==> config.mk <==
export PLATFORM = sky130hd
export DESIGN_NAME = mix_columns_seq_flat
export DESIGN_NICKNAME = d
export VERILOG_FILES = /design/src/rtl/mix_columns_seq_if.sv /design/src/rtl/mix_columns_seq.sv /design/src/flat_wrapper.sv
export SDC_FILE = /design/constraint.sdc
export NUM_CORES = 1
export LEC_CHECK = 0
export CAP_MARGIN = 5
export CORE_MARGIN = 5
export CORE_UTILIZATION = 53
export CTS_BUF_LIST = sky130_fd_sc_hd__clkbuf_8
export DETAILED_ROUTE_END_ITERATION = 7
export MAX_ROUTING_LAYER = met4
export PLACE_DENSITY = 0.92
export SYNTH_ARGS = -nofsm -noshare
export SYNTH_HDL_FRONTEND = slang
export SYNTH_SLANG_ARGS = --single-unit
==> constraint.sdc <==
create_clock -name clk -period 2.8 [get_ports clk]
set_clock_uncertainty 0.2 [all_clocks]
set_input_delay 0.7 -clock clk [delete_from_list [all_inputs] [get_ports clk]]
set_output_delay 0.7 -clock clk [all_outputs]
set_load 0.01 [all_outputs]
==> src/rtl/mix_columns_seq_if.sv <==
// mix_columns_seq_if
// Block handshake bundle for the sequential MixColumns engine.
//   in_valid/in_ready   : input block handshake (valid/ready)
//   in_state            : 128-bit AES state, byte k = bits [8k:8k+7]
//   in_bypass           : per-block pass-through request
//   out_valid/out_ready : result handshake (valid/ready)
//   out_state           : 128-bit result, same ordering as in_state
// Handshake rule for both channels: a transfer happens on a rising clk edge
// where valid && ready are both high. The engine's ready/valid outputs
// depend only on its state register and never on the partner's signals.
// Modports: master = block producer / result consumer, slave = engine.
interface mix_columns_seq_if;
  logic         in_valid;
  logic         in_ready;
  logic [0:127] in_state;
  logic         in_bypass;
  logic         out_valid;
  logic         out_ready;
  logic [0:127] out_state;

  modport master (
    output in_valid, in_state, in_bypass, out_ready,
    input  in_ready, out_valid, out_state
  );

  modport slave (
    input  in_valid, in_state, in_bypass, out_ready,
    output in_ready, out_valid, out_state
  );
endinterface

==> src/rtl/mix_columns_seq.sv <==
// mix_columns_seq
// Sequential AES forward MixColumns: accepts one 128-bit state, transforms
// one 32-bit column per clock, then holds the result until taken.
// A per-block bypass copies columns unchanged with identical latency.
// Ports:
//   clk      : rising-edge clock
//   rst_n    : asynchronous active-low reset
//   bus      : mix_columns_seq_if.slave (in/out valid/ready handshakes)
//   busy     : high while columns are being computed
//   dbgState : raw FSM state (0 IDLE, 1 BUSY, 2 DONE)
module mix_columns_seq (
  input  logic               clk,
  input  logic               rst_n,
  mix_columns_seq_if.slave   bus,
  output logic               busy,
  output logic [1:0]         dbgState
);

  typedef enum logic [1:0] {
    IDLE = 2'd0,
    BUSY = 2'd1,
    DONE = 2'd2
  } state_t;

  state_t       state;
  logic [1:0]   col;
  logic         bypassFlag;
  logic [0:127] workReg;
  logic [0:127] outReg;
  logic [0:31]  colIn;
  logic [0:31]  colOut;

  // GF(2^8) doubling with the AES reduction polynomial.
  function automatic logic [7:0] xtime(input logic [7:0] x);
    return {x[6:0], 1'b0} ^ (x[7] ? 8'h1b : 8'h00);
  endfunction

  function automatic logic [0:31] mixCol(input logic [0:31] a);
    logic [7:0] a0, a1, a2, a3;
    logic [7:0] b0, b1, b2, b3;
    a0 = a[0:7];
    a1 = a[8:15];
    a2 = a[16:23];
    a3 = a[24:31];
    b0 = xtime(a0) ^ (xtime(a1) ^ a1) ^ a2 ^ a3;
    b1 = a0 ^ xtime(a1) ^ (xtime(a2) ^ a2) ^ a3;
    b2 = a0 ^ a1 ^ xtime(a2) ^ (xtime(a3) ^ a3);
    b3 = (xtime(a0) ^ a0) ^ a1 ^ a2 ^ xtime(a3);
    return {b0, b1, b2, b3};
  endfunction

  // Column col of the working register; {col,5'b0} is the bit offset 32*col.
  always_comb begin
    colIn  = workReg[{col, 5'b0} +: 32];
    colOut = bypassFlag ? colIn : mixCol(colIn);
  end

  always_ff @(posedge clk or negedge rst_n) begin
    if (!rst_n) begin
      state      <= IDLE;
      col        <= 2'd0;
      bypassFlag <= 1'b0;
      workReg    <= '0;
      outReg     <= '0;
    end else begin
      case (state)
        IDLE: begin
          if (bus.in_valid) begin
            workReg    <= bus.in_state;
            bypassFlag <= bus.in_bypass;
            col        <= 2'd0;
            state      <= BUSY;
          end
        end
        BUSY: begin
          outReg[{col, 5'b0} +: 32] <= colOut;
          col <= col + 2'd1;
          if (col == 2'd3) begin
            state <= DONE;
          end
        end
        DONE: begin
          if (bus.out_ready) begin
            state <= IDLE;
          end
        end
        default: state <= IDLE;
      endcase
    end
  end

  // Status decoded from the state register only, so the reset value shows
  // up as soon as rst_n falls.
  assign bus.in_ready  = (state == IDLE);
  assign bus.out_valid = (state == DONE);
  assign bus.out_state = outReg;
  assign busy          = (state == BUSY);
  assign dbgState      = state;

endmodule

==> src/flat_wrapper.sv <==
// flat-port wrapper written by rule: the top's interface ports become plain ports
module mix_columns_seq_flat 
  (clk, rst_n, busy, dbgState, bus_in_valid, bus_in_state, bus_in_bypass, bus_out_ready, bus_in_ready, bus_out_valid, bus_out_state);
  mix_columns_seq_if bus_i ();
  input  logic clk;
  input  logic rst_n;
  output logic busy;
  output logic [1:0] dbgState;
  input wire logic [$bits(bus_i.in_valid)-1:0] bus_in_valid;
  input wire logic [$bits(bus_i.in_state)-1:0] bus_in_state;
  input wire logic [$bits(bus_i.in_bypass)-1:0] bus_in_bypass;
  input wire logic [$bits(bus_i.out_ready)-1:0] bus_out_ready;
  output wire logic [$bits(bus_i.in_ready)-1:0] bus_in_ready;
  output wire logic [$bits(bus_i.out_valid)-1:0] bus_out_valid;
  output wire logic [$bits(bus_i.out_state)-1:0] bus_out_state;
  assign bus_i.in_valid = bus_in_valid;
  assign bus_i.in_state = bus_in_state;
  assign bus_i.in_bypass = bus_in_bypass;
  assign bus_i.out_ready = bus_out_ready;
  assign bus_in_ready = bus_i.in_ready;
  assign bus_out_valid = bus_i.out_valid;
  assign bus_out_state = bus_i.out_state;
  mix_columns_seq u_core (.clk(clk), .rst_n(rst_n), .bus(bus_i), .busy(busy), .dbgState(dbgState));
endmodule
==> results of run 1 <==
[flip-flops by register name, summed over array words and instances (netlist names)]
| name | count |
|---|---|
| u_core.bus.out_state | 128 |
| u_core.bypassFlag | 1 |
| u_core.col | 2 |
| u_core.dbgState | 2 |
| u_core.workReg | 128 |
[worst paths after layout]
check,cells after the start,startpoint,slack (ps),endpoint
worst min-delay path,1,u_core.workReg[121]$_DFFE_PN0P_,300,u_core.workReg[121]$_DFFE_PN0P_
worst max register to register,5,u_core.col[0]$_DFFE_PN0P_,70,u_core.bus.out_state[24]$_DFFE_PN0P_
worst max-delay path,5,u_core.col[0]$_DFFE_PN0P_,70,u_core.bus.out_state[24]$_DFFE_PN0P_
min in group asynchronous,2,rst_n,510,u_core.bus.out_state[25]$_DFFE_PN0P_
max in group asynchronous,3,rst_n,1170,u_core.bus.out_state[56]$_DFFE_PN0P_
worst min register to register,1,u_core.workReg[121]$_DFFE_PN0P_,300,u_core.workReg[121]$_DFFE_PN0P_
[layer usage]
layer,up-vias,wire length (microns),global-route usage
met5,-,0,-
met4,0,1343,0.09727
met3,107,4381,0.08475
met2,646,17950,0.4610
met1,4484,13640,0.3654
li1,3785,-,-
[worst max-delay path: stages (launching register included)]
cell	delay, ps
dfrtp_2	420
buf_12	210
mux4_2	710
xnor3_1	460
xor2_1	390
o21ai_0	170
[what timing repair did]
action / 4_1_cts / 5_1_grt
hold buffers: 1 / 0
resized for setup: 1 / 2
gates cloned: 0 / 0
hold endpoints to repair: 62 / 0
endpoints found under the setup margin: 1 / 6
[synth_stat cells]
cell | instances | area, sq um
nor2_1 | 1 | 3.750
buf_4 | 5 | 37.54
xnor2_1 | 8 | 70.07
nand2_1 | 5 | 18.77
and2_1 | 1 | 6.260
xor2_1 | 14 | 122.6
xor2_2 | 2 | 32.53
clkinv_1 | 1 | 3.750
xor3_1 | 7 | 166.4
xnor2_2 | 4 | 65.06
ha_1 | 4 | 50.05
mux4_2 | 32 | 720.7
dfrtp_1 | 261 | 6531
o31ai_1 | 1 | 7.510
clkbuf_1 | 52 | 195.2
xnor3_1 | 37 | 833.3
or3_1 | 1 | 6.260
or4_1 | 4 | 30.03
o21ai_1 | 100 | 500.5
buf_2 | 16 | 80.08
o21ai_0 | 30 | 150.1
a22oi_1 | 128 | 960.9
and3_1 | 4 | 25.02
and4b_1 | 1 | 10.01
buf_6 | 3 | 33.78
xnor2_4 | 3 | 82.58
nand2b_1 | 2 | 12.51
nor4bb_1 | 1 | 10.01
mux2_2 | 129 | 1453
buf_1 | 4 | 15.01
o21bai_1 | 1 | 7.510
inv_1 | 3 | 11.26
[metrics by stage]
step | hold WS [ps] | cell area (sq um)
finish | 303.3 | 16100
global route | 320.2 | 16100
CTS | 306.8 | 16080
detailed placement | 291.6 | 15280
global placement | 285.0 | 15280
floorplan | 204.4 | 12250
[logic make-up after synthesis]
logic type | count (synthesis) | synth area share
AOI/OAI and AO/OA | 260 | 0.1327
muxes | 161 | 0.1774
and+or+nand+nor | 20 | 0.01001
adders and majority gates | 4 | 0.004085
buffers and inverters | 84 | 0.03074
DFF | 261 | 0.5330
xor gates and xnor gates | 75 | 0.1120
[area by class of cell]
| class | count | share of cell area |
|---|---|---|
| flip-flops and latches | 261 | 0.4059 |
| multi-input cells | 520 | 0.3329 |
| repair buffers | 300 | 0.1885 |
| clock buffers | 52 | 0.04447 |
| well taps | 285 | 0.02215 |
| clock inverters | 18 | 0.004820 |
| inverters | 4 | 0.0009328 |
| diodes | 2 | 0.0003109 |
==> impl_metrics.py, run 1 <==
metrics = {
    "yosys": {
        "post_synth_num_cell_types": 32,
        "syn_inst": 865,
        "synth-seq-cells": 261,
        "syn_area_per_cell_sq_um": 14.17,
        "synth_fp_nets": 1002,
        "synth_seq_area_share": 0.5330,
        "ys_warn_count": 0,
        "synth_area_sq_um": 12250,
    },
    "floorplanning": {
        "initial_utilization": 0.5396,
        "std_cell_rows": 55,
        "die-area_sq_um": 26260,
        "core_sq_um": 22710,
        "die_w_microns": 162.1,
        "io-pin-count": 266,
        "die_y_microns": 162.1,
    },
    "worst_setup_path": {
        "cp.required_ps": 3000,
        "crit_fanout": 19,
        "critPathCaptureType": "flop",
        "path_class": "reg -> reg",
        "cp-start-kind": "flop",
        "worstPathArrival_ps": 2930,
    },
    "route": {
        "firstDrtPassIters": 7,
        "avgViaCountPerCell": 6.257,
        "vias": 9022,
        "wl_per_cell_microns": 25.88,
        "final_antenna_net_count": 0,
        "wl_microns": 37320,
        "drtIter0Drc": 1020,
        "drcViolationCount": 0,
    },
    "global_route": {
        "grt_usage": 0.2913,
        "grt_pass1_wl_microns": 57270,
        "antenna_found_initial": 2,
        "grt_pass1_vias": 9654,
        "grt_max_degree": 70,
        "gr-total-overflow": 0,
    },
    "run": {
        "drv_cap": 0,
    },
    "clocking": {
        "htree_levels": 2,
        "root_buffer": "clkbuf_8",
        "post-cts-setup-buffer-count": 0,
        "cts_tree": "built",
        "insertion_delay_ps": 550,
        "clock_sinks": 261,
        "cts_buffers": 43,
        "clk_pin_slew_ps": 60,
        "clock_path_buffers": 3,
    },
    "place": {
        "detailed_place_hpwl_microns": 26160,
        "gp_congestion": 0.9005,
        "pre_cts_slack_ps": 122.7,
        "io_buffers": 265,
        "dp_cells": 1369,
    },
    "timing": {
        "finalHoldViolations": 0,
        "worst_pin_slew_ps": 588.6,
        "tns_ps": 0,
        "drv_slew": 0,
        "period_needed_ps": 2732,
        "fmax_ghz": 0.3660,
        "period_share": 0.9758,
        "relSlewSlack": 0.6076,
        "final-setup-viol-count": 0,
        "final.setup.worst_slack_ps": 67.72,
    },
    "worst_hold_path": {
        "min_path_type": "reg -> reg",
    },
    "layout": {
        "final_nets": 1267,
        "areaGrowthSynthToFinish_pct": 31.36,
        "instances_no_fill": 1442,
        "fill_cells": 1475,
        "fin_util": 0.7088,
        "multiInputGateArea_sq_um": 5358,
        "drive_above_1_share": 0.2303,
        "register_area_sq_um": 6534,
        "final_cell_mix": "263 x clkdlybuf4s50_1, 259 x dfrtp_1, 129 x mux2_2, 128 x a22oi_1, 100 x o21ai_1",
        "mostFrequentLayoutCell": "clkdlybuf4s50_1",
    },
    "status": {
        "outcome": "finished clean",
    },
}
Power of run 1 is left out: the tool's default activity adds up to more than one toggle a clock period on the data nets, which glitch-free logic cannot reach.
==> inputs of run 2 (changes only) <==
- CORE_UTILIZATION: 53 -> 66
- DONT_BUFFER_PORTS: not set -> 1
- PLACE_DENSITY: 0.92 -> 0.91
- RECOVER_POWER: not set -> 50
==> impl_metrics.py, run 2 (same netlist as run 1, synthesis figures left out) <==
metrics = {
    "status": {
        "outcome": "complete, but fails checks",
        "violations": "hold timing",
    },
    "floorplanning": {
        "std_cell_rows": 49,
        "core_sq_um": 18150,
        "die_y_microns": 146.3,
        "io-pin-count": 266,
        "die-area_sq_um": 21390,
        "die_w_microns": 146.3,
        "initial_utilization": 0.6752,
    },
    "layout": {
        "mostFrequentLayoutCell": "dfrtp_1",
        "areaGrowthSynthToFinish_pct": 8.935,
        "drive_above_1_share": 0.2945,
        "final_nets": 992,
        "fill_cells": 1102,
        "final_cell_mix": "259 x dfrtp_1, 129 x mux2_2, 128 x a22oi_1, 100 x o21ai_1, 51 x clkbuf_8",
    },
    "timing": {
        "drv_slew": 0,
        "worst_pin_slew_ps": 743.1,
        "period_share": 0.9605,
        "rsz0062_at_grt": "false",
        "whs_ps": -354.1,
        "tns_ps": 0,
        "relSlewSlack": 0.5046,
        "period_needed_ps": 2689,
        "finalHoldViolations": 261,
        "fmax_ghz": 0.3718,
        "final-setup-viol-count": 0,
    },
    "route": {
        "final_antenna_net_count": 0,
        "top_layer_used": "met4",
        "wl_per_cell_microns": 29.93,
        "drtIter0Drc": 715,
        "drcViolationCount": 0,
        "wl_met2_microns": 16030,
        "firstDrtPassIters": 5,
        "wl_microns": 33670,
        "wl_met1_microns": 12430,
        "wl_met3_microns": 3916,
        "vias": 7940,
        "avgViaCountPerCell": 7.058,
    },
    "global_route": {
        "grt_pass1_wl_microns": 51250,
        "antenna_found_initial": 13,
        "grt_max_degree": 262,
        "grt_usage": 0.3212,
        "grt_pass1_vias": 8393,
        "gr-total-overflow": 0,
    },
    "clocking": {
        "root_buffer": "clkbuf_8",
        "htree_levels": 2,
        "clock_sinks": 261,
        "cts_tree": "built",
        "insertion_delay_ps": 560,
        "clk_pin_slew_ps": 70,
        "cts_buffers": 43,
        "clock_path_buffers": 3,
    },
    "worst_setup_path": {
        "cp-start-kind": "flop",
        "critPathCaptureType": "flop",
        "crit_fanout": 21,
        "worstPathArrival_ps": 2910,
        "path_class": "reg -> reg",
        "cp.required_ps": 3030,
        "r2r_cells": 5,
    },
    "place": {
        "io_buffers": 0,
        "gp_congestion": 0.8790,
        "detailed_place_hpwl_microns": 22720,
    },
    "run": {
        "drv_cap": 0,
    },
    "worst_hold_path": {
        "min_path_type": "in -> async",
    },
}
## run 2: changes by cell type in the layout (fill, tap and decap cells not counted), moves of 2 or more
cell,delta
buf_12,-3
buf_4,-6
bufinv_16,+2
clkdlybuf4s50_1,-263
clkinv_2,+3
diode_2,+11
## run 2: through the flow
stage	cells	hold WS, ps	util	cell area [sq um]	worst slack [ps]
floorplan	865	204.4	-	12250	321.0
global placement	1038	218.8	0.6854	12440	145.4
detailed placement	1038	214.7	0.6854	12440	111.5
CTS	1111	-380.9	0.7325	13290	62.39
global route	1125	-374.8	0.7355	13350	20.89
finish	1125	-354.1	0.7355	13350	110.5
## run 2: per-layer routing
layer	global-route usage	vias up
met2	0.4834	528
li1	-	3258
met3	0.1181	110
met5	-	-
met1	0.4037	4044
met4	0.1214	0
## run 2: final timing paths
path | startpoint | end | slack (ps)
max | u_core.col[0]$_DFFE_PN0P_ | u_core.bus.out_state[96]$_DFFE_PN0P_ | 110
min | rst_n | u_core.bus.out_state[57]$_DFFE_PN0P_ | -350
max in group asynchronous | rst_n | u_core.col[0]$_DFFE_PN0P_ | 2090
min in group clk | bus_out_ready | u_core.dbgState[1]$_DFFE_PN0P_ | 40
min reg2reg | u_core.workReg[89]$_DFFE_PN0P_ | u_core.workReg[89]$_DFFE_PN0P_ | 300
max reg2reg | u_core.col[0]$_DFFE_PN0P_ | u_core.bus.out_state[96]$_DFFE_PN0P_ | 110
## run 2: area by class of cell
type                    instances  area, sq um  share of cell area
repair buffers                 25        262.8             0.01969
flip-flops and latches        261         6534              0.4895
clock buffers                  51        701.9             0.05259
clock inverters                22        152.6             0.01144
diodes                         13        32.53            0.002437
well taps                     229        286.5             0.02147
multi-input cells             520         5363              0.4018
inverters                       4        15.01            0.001125
## run 2: critical path, stage by stage, from the launching register on
cell and delay (ps):
dfrtp_2 400, buf_12 210, mux4_2 700, xnor3_1 440
xnor2_1 440, o21ai_1 150
## run 2: timing repair
action                                  CTS  global route
endpoints found under the setup margin    0            12
gates resized for setup                   0             2
buffers inserted                          0             1
endpoints found under the hold margin   261           261
Power of run 2 is left out for the same reason.
